`src/rtl/arb_pkg.sv`:
```
// Shared definitions for the arbiter client.
//   client_state_e : FSM encoding (IDLE=0, REQ=1, XFER=2, REL=3)
//   DEF_LEN_W      : default width of the command length field
//   DEF_TIMEOUT    : default grant wait limit, in cycles
//   WAIT_W         : width of the grant wait counter (covers TIMEOUT up to 255)
package arb_pkg;

  typedef enum logic [1:0] {
    IDLE = 2'd0,
    REQ  = 2'd1,
    XFER = 2'd2,
    REL  = 2'd3
  } client_state_e;

  localparam int DEF_LEN_W   = 4;
  localparam int DEF_TIMEOUT = 16;
  localparam int WAIT_W      = 8;

endpackage

```
`src/rtl/arb_client_if.sv`:
```
// Command and arbiter handshake bundle for arb_client.
//   cmd_valid/cmd_len/cmd_ready : command push (cmd_len = beats - 1)
//   req/gnt                     : arbiter request / grant
//   xfer_active/xfer_last       : per-beat strobes
//   done/err/busy               : completion, abort, activity status
// modport master : the client (drives req and the status outputs)
// modport slave  : the environment (command source + arbiter)
interface arb_client_if
  import arb_pkg::*;
#(
  parameter int LEN_W = DEF_LEN_W
);
  logic             cmd_valid;
  logic [LEN_W-1:0] cmd_len;
  logic             cmd_ready;
  logic             req;
  logic             gnt;
  logic             xfer_active;
  logic             xfer_last;
  logic             done;
  logic             err;
  logic             busy;

  modport master (
    input  cmd_valid, cmd_len, gnt,
    output cmd_ready, req, xfer_active, xfer_last, done, err, busy
  );

  modport slave (
    output cmd_valid, cmd_len, gnt,
    input  cmd_ready, req, xfer_active, xfer_last, done, err, busy
  );
endinterface

```
`src/rtl/arb_client_fifo.sv`:
```
// Two-entry command queue.
//   clock, reset : rising-edge clock, synchronous active-high reset
//   push, din    : write an entry (ignored when full)
//   pop, dout    : read the head entry (ignored when empty)
//   empty, full  : occupancy flags, derived from registered state only
// A push and a pop in the same cycle both take effect.
module arb_client_fifo #(
  parameter int W = 4
) (
  input  logic         clock,
  input  logic         reset,
  input  logic         push,
  input  logic [W-1:0] din,
  input  logic         pop,
  output logic [W-1:0] dout,
  output logic         empty,
  output logic         full
);
  logic [W-1:0] mem [2];
  logic         wr_ptr, rd_ptr;
  logic [1:0]   count;
  logic         push_ok, pop_ok;

  assign push_ok = push && !full;
  assign pop_ok  = pop && !empty;

  always_ff @(posedge clock) begin
    if (reset) begin
      wr_ptr <= 1'b0;
      rd_ptr <= 1'b0;
      count  <= 2'd0;
    end else begin
      if (push_ok) wr_ptr <= ~wr_ptr;
      if (pop_ok)  rd_ptr <= ~rd_ptr;
      case ({push_ok, pop_ok})
        2'b10:   count <= count + 2'd1;
        2'b01:   count <= count - 2'd1;
        default: count <= count;
      endcase
    end
  end

  // Storage needs no reset; count governs validity.
  always_ff @(posedge clock) begin
    if (push_ok) mem[wr_ptr] <= din;
  end

  assign dout  = mem[rd_ptr];
  assign empty = (count == 2'd0);
  assign full  = (count == 2'd2);
endmodule

```
`src/rtl/arb_client.sv`:
```
// Arbiter client: queues transfer commands, requests the bus, counts granted
// beats, and releases the bus once grant drops.
//   clock, reset : rising-edge clock, synchronous active-high reset
//   bus          : arb_client_if.master (command push, req/gnt, status)
// Parameters: LEN_W (command length width), TIMEOUT (grant wait limit, 4..255).
module arb_client
  import arb_pkg::*;
#(
  parameter int LEN_W   = DEF_LEN_W,
  parameter int TIMEOUT = DEF_TIMEOUT
) (
  input  logic         clock,
  input  logic         reset,
  arb_client_if.master bus
);
  client_state_e     state, state_nx;
  logic [LEN_W-1:0]  beat_cnt;
  logic [WAIT_W-1:0] wait_cnt;

  logic             fifo_empty, fifo_full, fifo_pop, fifo_push;
  logic [LEN_W-1:0] fifo_head;

  logic req_q, done_q, err_q;
  logic req_d, done_d, err_d;
  logic beat, last_beat, timeout_hit, grant_lost;

  assign fifo_push = bus.cmd_valid && !fifo_full;
  // Head is consumed as the FSM leaves IDLE.
  assign fifo_pop  = (state == IDLE) && !fifo_empty;

  arb_client_fifo #(.W(LEN_W)) u_fifo (
    .clock (clock),
    .reset (reset),
    .push  (fifo_push),
    .din   (bus.cmd_len),
    .pop   (fifo_pop),
    .dout  (fifo_head),
    .empty (fifo_empty),
    .full  (fifo_full)
  );

  assign beat        = (state == XFER) && bus.gnt;
  assign last_beat   = beat && (beat_cnt == '0);
  assign grant_lost  = (state == XFER) && !bus.gnt;
  assign timeout_hit = (state == REQ) && !bus.gnt &&
                       (wait_cnt == WAIT_W'(TIMEOUT - 1));

  // State register and registered outputs.
  always_ff @(posedge clock) begin
    if (reset) begin
      state  <= IDLE;
      req_q  <= 1'b0;
      done_q <= 1'b0;
      err_q  <= 1'b0;
    end else begin
      state  <= state_nx;
      req_q  <= req_d;
      done_q <= done_d;
      err_q  <= err_d;
    end
  end

  // Next-state logic.
  always_comb begin
    state_nx = state;
    case (state)
      IDLE: if (!fifo_empty) state_nx = REQ;
      REQ: begin
        if (bus.gnt)          state_nx = XFER;
        else if (timeout_hit) state_nx = REL;
      end
      XFER: if (grant_lost || last_beat) state_nx = REL;
      // Hold off the next request until the arbiter has let go of grant.
      REL:  if (!bus.gnt) state_nx = IDLE;
      default: state_nx = IDLE;
    endcase
  end

  // Output logic; req/done/err are registered one cycle later.
  always_comb begin
    req_d  = (state_nx == REQ) || (state_nx == XFER);
    done_d = last_beat;
    err_d  = timeout_hit || grant_lost;
  end

  // Beat and wait counters.
  always_ff @(posedge clock) begin
    if (reset) begin
      beat_cnt <= '0;
      wait_cnt <= '0;
    end else begin
      if (fifo_pop)
        beat_cnt <= fifo_head;
      else if (beat && (beat_cnt != '0))
        beat_cnt <= beat_cnt - 1'b1;

      if (state != REQ)
        wait_cnt <= '0;
      else if (!bus.gnt)
        wait_cnt <= wait_cnt + 1'b1;
    end
  end

  assign bus.cmd_ready   = !fifo_full;
  assign bus.req         = req_q;
  assign bus.xfer_active = beat;
  assign bus.xfer_last   = last_beat;
  assign bus.done        = done_q;
  assign bus.err         = err_q;
  assign bus.busy        = (state != IDLE) || !fifo_empty;
endmodule

```
`src/flat_wrapper.sv`:
```
// flat-port wrapper written by rule: the top's interface ports become plain ports
module arb_client_flat import arb_pkg::*;
#(
  parameter int LEN_W   = DEF_LEN_W,
  parameter int TIMEOUT = DEF_TIMEOUT
)
  (clock, reset, bus_cmd_valid, bus_cmd_len, bus_gnt, bus_cmd_ready, bus_req, bus_xfer_active, bus_xfer_last, bus_done, bus_err, bus_busy);
  arb_client_if #(.LEN_W(LEN_W)) bus_i ();
  input  logic clock;
  input  logic reset;
  input wire logic [$bits(bus_i.cmd_valid)-1:0] bus_cmd_valid;
  input wire logic [$bits(bus_i.cmd_len)-1:0] bus_cmd_len;
  input wire logic [$bits(bus_i.gnt)-1:0] bus_gnt;
  output wire logic [$bits(bus_i.cmd_ready)-1:0] bus_cmd_ready;
  output wire logic [$bits(bus_i.req)-1:0] bus_req;
  output wire logic [$bits(bus_i.xfer_active)-1:0] bus_xfer_active;
  output wire logic [$bits(bus_i.xfer_last)-1:0] bus_xfer_last;
  output wire logic [$bits(bus_i.done)-1:0] bus_done;
  output wire logic [$bits(bus_i.err)-1:0] bus_err;
  output wire logic [$bits(bus_i.busy)-1:0] bus_busy;
  assign bus_i.cmd_valid = bus_cmd_valid;
  assign bus_i.cmd_len = bus_cmd_len;
  assign bus_i.gnt = bus_gnt;
  assign bus_cmd_ready = bus_i.cmd_ready;
  assign bus_req = bus_i.req;
  assign bus_xfer_active = bus_i.xfer_active;
  assign bus_xfer_last = bus_i.xfer_last;
  assign bus_done = bus_i.done;
  assign bus_err = bus_i.err;
  assign bus_busy = bus_i.busy;
  arb_client #(.LEN_W(LEN_W), .TIMEOUT(TIMEOUT)) u_core (.clock(clock), .reset(reset), .bus(bus_i));
endmodule
```
`config.mk`:
```
export PLATFORM = sky130hd
export DESIGN_NAME = arb_client_flat
export DESIGN_NICKNAME = d
export VERILOG_FILES = /design/src/rtl/arb_pkg.sv /design/src/rtl/arb_client_if.sv /design/src/rtl/arb_client_fifo.sv /design/src/rtl/arb_client.sv /design/src/flat_wrapper.sv
export SDC_FILE = /design/constraint.sdc
export NUM_CORES = 1
export LEC_CHECK = 0
export CAP_MARGIN = 20
export CORE_MARGIN = 8
export CORE_UTILIZATION = 43
export CTS_BUF_LIST = sky130_fd_sc_hd__clkbuf_8
export DETAILED_ROUTE_END_ITERATION = 12
export PLACE_DENSITY_LB_ADDON = 0.05
export SYNTH_ARGS = -nofsm -noshare
export SYNTH_HDL_FRONTEND = slang
export SYNTH_HIERARCHICAL = 1
export SYNTH_SLANG_ARGS = --single-unit
```
`constraint.sdc`:
```
create_clock -name clock -period 2.25 [get_ports clock]
set_input_delay 0.675 -clock clock [delete_from_list [all_inputs] [get_ports clock]]
set_output_delay 0.675 -clock clock [all_outputs]
set_load 0.01 [all_outputs]
```
==> flow_metrics.py <==
metrics = {
    "run_status": {
        "outcome": "complete, no violations",
    },
    "layout": {
        "stdcell_count": 215,
        "fill_cells": 281,
        "num_antenna_cells": 0,
        "multiInputGateArea_um2": 657,
        "final_util_pct": 57.1,
        "areaGrowthSynthToFinish_pct": 25.6,
        "finalNetCount": 182,
        "register_area_um2": 681,
        "final_area_mm2": 0.00176,
        "drive_gt1_share_pct": 21.1,
    },
    "sta": {
        "slew-limit-headroom_pct": 75.0,
        "post-route-period-util_pct": 95.4,
        "setup_tns_ns": 0,
        "finalMaxSlewViolations": 0,
        "period_minus_slack_ns": 2.15,
        "fmaxAchievable_mhz": 466,
        "timing.final.hold_violations": 0,
        "grt_setup_unrepaired": "false",
        "tightest_slew_ns": 0.375,
        "setup_violations": 0,
        "skew_ns": 0.00802,
    },
    "critical_path": {
        "critPathMaxFanout": 3,
        "cp-start-kind": "flip-flop",
        "reg2reg_slack_ns": 0.34,
        "cpMaxStageDelayCell": "or3_1",
        "r2r-start": "u_core/state[1]$_SDFF_PP0_",
        "critPathCaptureType": "output port",
        "critPathArrivalTime_ns": 1.47,
        "path_cells": "nor2_2, inv_1, or3_1, dlygate4sd2_1",
        "critPathKind": "reg2out",
        "worstRegToRegCells": 6,
        "slowest_delay_ns": 0.36,
        "cp-startpoint": "u_core/u_fifo/count[0]$_SDFFE_PP0P_",
        "cp.required_ns": 1.57,
    },
    "global_route": {
        "grt_start_max_net_pins": 12,
        "grt_pass1_wl_um": 4670,
        "grt_overflow_total": 0,
        "grt_pass1_vias": 1018,
        "track_usage_pct": 11.6,
        "antenna_found_initial": 0,
    },
    "hold_path": {
        "min_from": "u_core/u_fifo/wr_ptr$_SDFFE_PP0P_",
        "min-delay-path-class": "reg2reg",
        "hold_depth": 2,
    },
    "drt": {
        "drt_iter0_drc": 133,
        "post_drt_via_cell_ratio": 5.19,
        "firstDrtPassIters": 4,
        "final_antenna_net_count": 0,
        "vias": 1115,
        "wl_per_cell_um": 12.5,
        "drc": 0,
        "drt_wl_total_um": 2690,
    },
    "logic_synthesis": {
        "synth_cell_types": 43,
        "synth_top_area_share_pct": 31.5,
        "yosys.area_share.simple_pct": 22.8,
        "synth_nets": 154,
        "synth_xor_area_share_pct": 3.76,
        "synth-compound-area-share_pct": 11.6,
        "synthAdderAreaFrac_pct": 3.58,
        "ys.flop_type": "dfxtp_1",
        "netlist.top_cell.by_area": "dfxtp_1",
        "synthArstFlopShare_pct": 0,
        "synth_area_mm2": 0.00140,
        "synth_area_leaders": "dfxtp_1 31%, edfxtp_1 17%, ha_1 3.6%, nor2_1 3.5%, mux2_2 3.2%",
        "ys_seq_area_share_pct": 48.7,
        "synthesis.instances": 142,
        "synth_seq_cells": 30,
        "synth_edf_count": 8,
        "avgSynthCellArea_um2": 9.85,
        "muxShareOfSynthArea_pct": 4.65,
        "synth_top_family_by_area": "simple AND/OR/NAND/NOR gates",
        "synth_warnings": 6,
    },
    "die": {
        "initial_core_util_pct": 45.4,
        "rows": 20,
        "io-pin-count": 15,
        "die_area_mm2": 0.00533,
        "die_w_um": 73.0,
        "core_area_mm2": 0.00308,
        "die_y_um": 73.0,
    },
    "power": {
        "vdd_drop_max_mv": 0.528,
        "powerDensity_mw_per_mm2": 1130,
        "p_clk_share_pct": 22.2,
        "switching_share_pct": 33.8,
        "internal_power_mw": 1.32,
        "pwr-share-seq_pct": 38.7,
        "p_switching_mw": 0.673,
        "p_comb_share_pct": 39.1,
        "leakage_nw": 0.695,
    },
    "run": {
        "maxCapViolations": 0,
    },
    "clock_tree": {
        "cts.sinks": 30,
        "cts_tree": "done",
        "clk_pin_slew_worst_paths_ns": 0.06,
        "cts-root-buf": "clkbuf_8",
        "cts.path.max_buffers": 2,
        "hold_buffers": 0,
        "cts-htree-levels": 2,
        "clk_latency_ns": 0.28,
        "cts_buffers": 5,
        "post_cts_buffers": 0,
    },
    "place": {
        "numPortBuffers": 14,
        "dpl_cell_area_mm2": 0.00166,
        "place_hpwl_um": 2090,
        "placedCellCount": 207,
        "place_congestion": 0.849,
    },
}
-- path summary, 6_finish.rpt --
check	to
worst max-delay path	bus_busy
worst min-delay path	u_core/u_fifo/wr_ptr$_SDFFE_PP0P_
worst max register to register	u_core/u_fifo/count[1]$_SDFFE_PP0P_
worst min register to register	u_core/u_fifo/wr_ptr$_SDFFE_PP0P_
-- routing by layer --
layer | up-vias | track usage [%] | wire length (µm)
met5 | - | 0 | 0
met1 | 516 | 14.1 | 1280
met3 | 4 | 5.77 | 175
met4 | 0 | 5.33 | 10
met2 | 27 | 16.4 | 1230
li1 | 568 | - | -
-- cells in the mapped netlist, drive strengths merged (3+ instances only) --
cell type	n
nand3	3
or3	7
mux2	4
buf	4
nor2	13
a21oi	8
dfxtp	22
nand2	8
ha	4
o21ai	7
and3	3
xor2	3
xnor2	3
a311oi	3
nand4b	3
edfxtp	8
inv	9
-- layout make-up --
type	count	share of cell area, %
clock buffers	6	4.70
flip-flops and latches	30	38.7
repair buffers	27	13.3
inverters	10	2.21
clock inverters	2	0.499
multi-input cells	96	37.4
well taps	44	3.13
-- registers in the layout, summed over array words and instances, names as in the netlist, named ones only --
signal,flops
u_core/bus.req,1
u_core/u_fifo/count,2
u_core/beat_cnt,4
u_core/u_fifo/rd_ptr,1
u_core/bus.err,1
u_core/u_fifo/mem,8
u_core/wait_cnt,8
u_core/state,2
u_core/bus.done,1
u_core/u_fifo/wr_ptr,1
-- power groups by stage --
stage,registers [mW],logic [mW],clock network [mW]
finish,0.771,0.780,0.442
global route,0.787,0.879,0.482
CTS,0.769,0.764,0.456
detailed placement,0.776,0.774,0
global placement,0.770,0.747,0
floorplan,0.747,0.526,0
-- cells in the final DEF (no fill, tap or decap), drive strengths merged, types with 4 or more instances in the layout --
master / instances
nand2: 8
inv: 10
o21ai: 7
clkdlybuf4s50: 9
edfxtp: 8
mux2: 4
dfxtp: 22
nor2: 13
clkbuf: 6
buf: 14
or3: 7
a21oi: 8
ha: 4
-- timing repair --
action | in CTS | in global routing
endpoints found under the setup margin | 3 | 2
hold endpoints to repair | 0 | 0
gates resized for setup | 9 | 4
-- metrics by stage --
step | hold slack [ns] | worst slack, ns | power [mW]
global placement | 0.462 | -0.422 | 1.52
floorplan | 0.452 | 0.270 | 1.27
finish | 0.489 | 0.102 | 1.99
CTS | 0.494 | 0.000512 | 1.99
detailed placement | 0.483 | -0.418 | 1.55
global route | 0.531 | 0.00583 | 2.15
-- worst max-delay path, delay by kind of cell, from the launching register on --
family                 cells  cell delay (ns)
flip-flops                 1             0.32
buffers and inverters      2             0.36
AND/OR/NAND/NOR            2             0.52
-- kinds of logic after synthesis --
kind of cell               count (synthesis)
AOI/OAI and AO/OA                         25
xor gates and xnor gates                   6
adders and majority gates                  4
buffers and inverters                     16
DFF                                       30
muxes                                      6
and+or+nand+nor                           55
No activity file was read; power rests on OpenSTA's default activity.
